--- src/rtl/sha_miner_avmm_slave.sv ---
`default_nettype none
// ============================================================================
// Module      : sha_miner_avmm_slave
// Description : Avalon-MM responder holding one SHA-256 mining job. It sweeps
//               a nonce range through an external SHA-256 core over a
//               start/done handshake and reports found/exhausted status.
//               Optional interrupt output enabled by macro SHA_MINER_IRQ_EN.
// Revision    : 1.0 - initial release
// ============================================================================
module sha_miner_avmm_slave #(
  parameter int NONCE_W = 32,
  parameter int ADDR_W  = 5
) (
  input  logic               clk,
  input  logic               reset,
  input  logic [ADDR_W-1:0]  avs_address,
  input  logic               avs_write,
  input  logic [31:0]        avs_writedata,
  input  logic               avs_read,
  output logic [31:0]        avs_readdata,
  output logic               sha_start,
  output logic [255:0]       sha_midstate,
  output logic [95:0]        sha_tail,
  output logic [NONCE_W-1:0] sha_nonce,
  input  logic               sha_done,
  input  logic [255:0]       sha_hash
`ifdef SHA_MINER_IRQ_EN
  ,
  output logic               irq
`endif
);

  // Word addresses of the register map
  localparam logic [ADDR_W-1:0] A_MID7   = ADDR_W'(7);
  localparam logic [ADDR_W-1:0] A_TAIL0  = ADDR_W'(8);
  localparam logic [ADDR_W-1:0] A_TAIL1  = ADDR_W'(9);
  localparam logic [ADDR_W-1:0] A_TAIL2  = ADDR_W'(10);
  localparam logic [ADDR_W-1:0] A_TARGET = ADDR_W'(11);
  localparam logic [ADDR_W-1:0] A_NSTART = ADDR_W'(12);
  localparam logic [ADDR_W-1:0] A_NEND   = ADDR_W'(13);
  localparam logic [ADDR_W-1:0] A_CTRL   = ADDR_W'(14);
  localparam logic [ADDR_W-1:0] A_STATUS = ADDR_W'(15);
  localparam logic [ADDR_W-1:0] A_FNONCE = ADDR_W'(16);
  localparam logic [ADDR_W-1:0] A_CNONCE = ADDR_W'(17);
  localparam logic [ADDR_W-1:0] A_HCOUNT = ADDR_W'(18);

  typedef enum logic [1:0] {
    S_IDLE  = 2'd0,
    S_ISSUE = 2'd1,
    S_WAIT  = 2'd2,
    S_CHECK = 2'd3
  } state_t;

  state_t             state_q;
  logic [31:0]        midstate_q [8];
  logic [31:0]        tail_q [3];
  logic [31:0]        target_q;
  logic [NONCE_W-1:0] nonce_start_q;
  logic [NONCE_W-1:0] nonce_end_q;
  logic [NONCE_W-1:0] cur_nonce_q;
  logic [NONCE_W-1:0] found_nonce_q;
  logic [NONCE_W-1:0] hash_count_q;
  logic [31:0]        hash_top_q;
  logic               found_q, found_d;
  logic               exhausted_q, exhausted_d;
  logic               sha_start_q;
  logic [31:0]        readdata_q, readdata_d;

  logic busy;
  logic ctrl_wr;
  logic abort_req;
  logic start_req;
  logic hit;
  logic unused_hash_low;

  assign busy      = (state_q != S_IDLE);
  assign ctrl_wr   = avs_write && (avs_address == A_CTRL);
  // Abort dominates a simultaneous start; start is only honoured when idle
  assign abort_req = ctrl_wr && avs_writedata[1];
  assign start_req = ctrl_wr && avs_writedata[0] && !avs_writedata[1] && !busy;
  assign hit       = (hash_top_q <= target_q);

  // Only the top word of the digest takes part in the target comparison
  assign unused_hash_low = ^sha_hash[223:0];

  genvar gi;
  generate
    for (gi = 0; gi < 8; gi++) begin : g_midstate
      assign sha_midstate[gi*32 +: 32] = midstate_q[gi];
    end
  endgenerate

  assign sha_tail     = {tail_q[2], tail_q[1], tail_q[0]};
  assign sha_nonce    = cur_nonce_q;
  assign sha_start    = sha_start_q;
  assign avs_readdata = readdata_q;

`ifdef SHA_MINER_IRQ_EN
  logic irq_en_q, irq_en_d;
  logic irq_q;
  logic status_wr;

  assign status_wr = avs_write && (avs_address == A_STATUS);
  assign irq_en_d  = ctrl_wr ? avs_writedata[2] : irq_en_q;
  assign irq       = irq_q;

  // Interrupt enable and level interrupt, aligned with the sticky status bits
  always_ff @(posedge clk) begin
    if (reset) begin
      irq_en_q <= 1'b0;
      irq_q    <= 1'b0;
    end else begin
      irq_en_q <= irq_en_d;
      irq_q    <= irq_en_d & (found_d | exhausted_d);
    end
  end
`endif

  // Next value of the sticky found/exhausted flags
  always_comb begin
    found_d     = found_q;
    exhausted_d = exhausted_q;
`ifdef SHA_MINER_IRQ_EN
    if (status_wr) begin
      found_d     = 1'b0;
      exhausted_d = 1'b0;
    end
`endif
    if (start_req) begin
      found_d     = 1'b0;
      exhausted_d = 1'b0;
    end
    if (state_q == S_CHECK && !abort_req) begin
      if (hit) begin
        found_d = 1'b1;
      end else if (cur_nonce_q == nonce_end_q) begin
        exhausted_d = 1'b1;
      end
    end
  end

  // Job configuration registers, frozen while a sweep is running
  always_ff @(posedge clk) begin
    if (reset) begin
      for (int i = 0; i < 8; i++) midstate_q[i] <= '0;
      for (int i = 0; i < 3; i++) tail_q[i] <= '0;
      target_q      <= '0;
      nonce_start_q <= '0;
      nonce_end_q   <= '0;
    end else if (avs_write && !busy) begin
      if (avs_address <= A_MID7) begin
        midstate_q[avs_address[2:0]] <= avs_writedata;
      end else begin
        case (avs_address)
          A_TAIL0:  tail_q[0]     <= avs_writedata;
          A_TAIL1:  tail_q[1]     <= avs_writedata;
          A_TAIL2:  tail_q[2]     <= avs_writedata;
          A_TARGET: target_q      <= avs_writedata;
          A_NSTART: nonce_start_q <= NONCE_W'(avs_writedata);
          A_NEND:   nonce_end_q   <= NONCE_W'(avs_writedata);
          default:  ;
        endcase
      end
    end
  end

  // Sweep controller: issue a hash, wait for it, compare, advance
  always_ff @(posedge clk) begin
    if (reset) begin
      state_q       <= S_IDLE;
      sha_start_q   <= 1'b0;
      cur_nonce_q   <= '0;
      found_nonce_q <= '0;
      hash_count_q  <= '0;
      hash_top_q    <= '0;
      found_q       <= 1'b0;
      exhausted_q   <= 1'b0;
    end else begin
      found_q     <= found_d;
      exhausted_q <= exhausted_d;
      sha_start_q <= 1'b0;
      if (abort_req) begin
        state_q <= S_IDLE;
      end else begin
        case (state_q)
          S_IDLE: begin
            if (start_req) begin
              cur_nonce_q  <= nonce_start_q;
              hash_count_q <= '0;
              sha_start_q  <= 1'b1;
              state_q      <= S_ISSUE;
            end
          end
          S_ISSUE: begin
            state_q <= S_WAIT;
          end
          S_WAIT: begin
            if (sha_done) begin
              hash_top_q   <= sha_hash[255:224];
              hash_count_q <= hash_count_q + NONCE_W'(1);
              state_q      <= S_CHECK;
            end
          end
          S_CHECK: begin
            if (hit) begin
              found_nonce_q <= cur_nonce_q;
              state_q       <= S_IDLE;
            end else if (cur_nonce_q == nonce_end_q) begin
              state_q <= S_IDLE;
            end else begin
              cur_nonce_q <= cur_nonce_q + NONCE_W'(1);
              sha_start_q <= 1'b1;
              state_q     <= S_ISSUE;
            end
          end
          default: state_q <= S_IDLE;
        endcase
      end
    end
  end

  // Read data multiplexer
  always_comb begin
    readdata_d = '0;
    if (avs_address <= A_MID7) begin
      readdata_d = midstate_q[avs_address[2:0]];
    end else begin
      case (avs_address)
        A_TAIL0:  readdata_d = tail_q[0];
        A_TAIL1:  readdata_d = tail_q[1];
        A_TAIL2:  readdata_d = tail_q[2];
        A_TARGET: readdata_d = target_q;
        A_NSTART: readdata_d = 32'(nonce_start_q);
        A_NEND:   readdata_d = 32'(nonce_end_q);
`ifdef SHA_MINER_IRQ_EN
        A_CTRL:   readdata_d = {29'd0, irq_en_q, 2'b00};
`endif
        A_STATUS: readdata_d = {29'd0, exhausted_q, found_q, busy};
        A_FNONCE: readdata_d = 32'(found_nonce_q);
        A_CNONCE: readdata_d = 32'(cur_nonce_q);
        A_HCOUNT: readdata_d = 32'(hash_count_q);
        default:  readdata_d = '0;
      endcase
    end
  end

  // Fixed one-cycle read latency; idle cycles return zero
  always_ff @(posedge clk) begin
    if (reset) begin
      readdata_q <= '0;
    end else begin
      readdata_q <= avs_read ? readdata_d : 32'd0;
    end
  end

endmodule
`default_nettype wire
--- config.mk ---
export PLATFORM = sky130hd
export DESIGN_NAME = sha_miner_avmm_slave
export DESIGN_NICKNAME = d
export VERILOG_FILES = /design/src/rtl/sha_miner_avmm_slave.sv
export SDC_FILE = /design/constraint.sdc
export NUM_CORES = 1
export LEC_CHECK = 0
export BUFFER_PORTS_ARGS = -buffer_cell sky130_fd_sc_hd__buf_2
export CAP_MARGIN = 25
export CORE_ASPECT_RATIO = 0.7
export CORE_MARGIN = 5
export CORE_UTILIZATION = 40
export CTS_BUF_LIST = sky130_fd_sc_hd__clkbuf_4
export DETAILED_ROUTE_END_ITERATION = 7
export PLACE_DENSITY = 0.66
export SYNTH_ARGS = -nofsm -noshare
export SYNTH_HDL_FRONTEND = slang
export SYNTH_SLANG_ARGS = --single-unit
--- constraint.sdc ---
create_clock -name clk -period 4.1 [get_ports clk]
set_input_delay 0.41 -clock clk [delete_from_list [all_inputs] [get_ports clk]]
set_output_delay 0.41 -clock clk [all_outputs]
set_load 0.1 [all_outputs]
==> run metrics <==
placed instance area=0.0312 mm^2; dpl hpwl=83,500 um; Starting Density=0.404; cts bufs inserted=154; Least-Margin Pin Slew=960 ps; share of layout cells above drive strength 1=0.303; routability congestion estimate from global placement=0.979; CTS root buffer=clkbuf_4; Max-Slew Margin vs Limit=0.360; via count=23,820; f_max=around 300 MHz; max-cap check violation count=0; Detailed Routing Iterations Pass 1=8; synth warn=0; Worst Hold End=nonce_start_q[12]; Post-CTS Setup Inserts=0; largest net degree at the start of global routing=83; DR DRC count=12; register area share after synthesis=0.573; Remaining Overflow, GRT=0; Die Footprint=0.0744 mm^2; reg-to-reg startpoint=target_q[14]; Slew Viols, Final=0; setup TNS=0 ps; Yosys top cell area share=0.383; WHS Path Cells=5; global-route wire length before repair=163,000 um; GRT Resource Usage Total=0.302; final worst slack=728 ps; Design Area, Final=0.0342 mm^2; CP Launch Type=register; H-tree depth=4; worst reg2reg path depth=10; r2r setup slk=~730 ps; worst-path fanout max=9; most frequent cell after synthesis=edfxtp_1; TritonCTS clock tree=yes; violated checks=design-rule violations; number of port buffers=~500; Peak VDD IR=between 0.2 and 0.3 mV; post_cts resized=0; Leakage Power=roughly 14 nW; DRT iter0 DRCs=between 3,000 and 4,000; RSZ-0062 raised after global routing=false; syn nets=around 2,800; vias in the first global route=23,032; asr flop ratio synth=0; CP arrival=~4300 ps; worst hold path type=primary input to register; Cell Pwr Density=425 mW/mm^2; hold-fix buffers at CTS=88; cell taking the most area after synthesis=edfxtp_1; minimum clock period=3370 ps; final std cells w/o fill=between 4,000 and 5,000; Primary FF master, synth=edfxtp_1; Placed Instances=3,734; WP data required=5010 ps; clk slew on worst S/H paths=~80 ps; Synth area leaders=edfxtp_1 38%, dfxtp_1 19%, and2_1 6.7%, mux4_2 5.2%, nand2_1 4.6%; skew final=72.6 ps; period utilization=0.823; mean post-synth cell area=about 11 um^2; Sink Count=613; post-synth cell types=69; DR vias/cell=5.79; Post-Place Setup Slack=755 ps; synth cell count leaders=352 x edfxtp_1, 338 x nand2_1, 295 x and2_1; Crit. End Element=register; die width=324 um; reg-to-reg critical path endpoint=sha_nonce[31]; # setup viols final=0; Crit Path Category=register to register; Post-synth EDFFs=352; core area=0.0683 mm^2; Die Span Y=230 um; Routed WL per cell=about 28 um; Clock Path Buffers=3; hold path start=avs_address[1]; mapped cell area=0.0276 mm^2; synthesized instance count=2,480; number of synthesized register bits=~610; NumNets Final=3,414; Worst-Skew Late Latency=around 1000 ps; Hold Vio Cnt, Final=0; IO Pins=715; Site Rows=80; outcome=finished, violations left; remaining antenna violation count=0; Layout area overhead=24.0%; initial antenna violation count=6; final wirelength=116,000 um
## power by group
part / total (mW) / leakage [nW] / switching (mW) / internal [mW]
logic: 2.25 / 6.61 / 1.81 / 0.440
clock network: 5.47 / 1.22 / 2.64 / 2.83
registers: 6.81 / 5.74 / 0.145 / 6.66
## critical path, cell delays in order (launching register included)
cell     delay [ps]
dfxtp_1         460
inv_1           100
ha_1            300
nand4_1         180
nor4_1          500
nor2b_1         100
o31ai_1         120
o21ai_0         400
and2_1          450
o21ai_2         500
o22ai_1         160
## cells by family (layout without fill, tap and decap cells)
| family | after synthesis | count (layout) | synth area share |
|---|---|---|---|
| compound gates | 443 | 443 | 0.106 |
| xor+xnor | 55 | 55 | 0.0175 |
| buf+inv | 263 | 990 | 0.0369 |
| fa+ha+maj | 37 | 37 | 0.0168 |
| flops | 613 | 613 | 0.573 |
| mux | 138 | 138 | 0.0807 |
| other cells | 0 | 3 | 0 |
| simple gates | 931 | 931 | 0.169 |
## final cells by class
| cell class | count | area [um^2] |
|---|---|---|
| antenna | 3 | 7.51 |
| clock buffer | 243 | 1820 |
| clock inverter | 41 | 231 |
| fill | 6180 | 34100 |
| inverter | 51 | 191 |
| multi-input combinational | 1604 | 11000 |
| sequential | 613 | 15800 |
| tap | 902 | 1130 |
| timing repair buffer | 655 | 4070 |
## metrics by stage
stage / util / power (mW) / hold slack [ps]
2_1_floorplan: - / 8.49 / 436
3_3_place_gp: 0.457 / 9.09 / 450
3_5_place_dp: 0.457 / 9.11 / 452
4_1_cts: 0.500 / 14.6 / 13.0
5_1_grt: 0.501 / 15.0 / 116
6_report: 0.501 / 14.5 / 150
## worst max path at each step
stage,from,cells after the start,to,slack (ps)
CTS,target_q[14],10,sha_nonce[31],800
finish,target_q[14],10,sha_nonce[31],730
floorplan,state_q[0],7,midstate_q[1][0],-60
global placement,avs_address[4],8,nonce_start_q[29],820
detailed placement,avs_address[4],8,nonce_start_q[26],760
global route,target_q[14],10,sha_nonce[27],510
## state kept, by name, summed over array words and instances, names as in the netlist, 2 cells and up
signal and count:
avs_readdata 32, found_nonce_q 32, hash_count_q 32, hash_top_q 32
midstate_q 256, nonce_end_q 32, nonce_start_q 32, sha_nonce 32
state_q 2, tail_q 96, target_q 32
## placed cells by master, fill, tap and decap left out, drive strengths merged, types with 8 or more instances in the layout
cell         instances
ha                  37
mux4                64
mux2i               40
nor2                98
o21ai               39
edfxtp             352
a21oi              209
nor2b                8
o2111ai             11
clkinv              32
nor3                37
nand4               30
dfxtp              261
and2               295
nand2              339
a221oi              35
mux2                34
nand3               71
dlygate4sd3         88
inv                 55
buf                567
o31ai               13
a22oi               62
xnor2               50
nor4                12
a222oi              31
clkbuf             243
and3                12
or3                 10
## per-layer routing
metal	routed length [um]	vias to the layer above	global-route usage	share of wire
li1	-	10272	-	-
met2	50000	1638	0.446	0.43
met5	0	-	0	0
met3	15400	205	0.102	0.13
met4	3650	0	0.107	0.032
met1	46700	11705	0.416	0.40
Power figures use the tool's default switching activity.
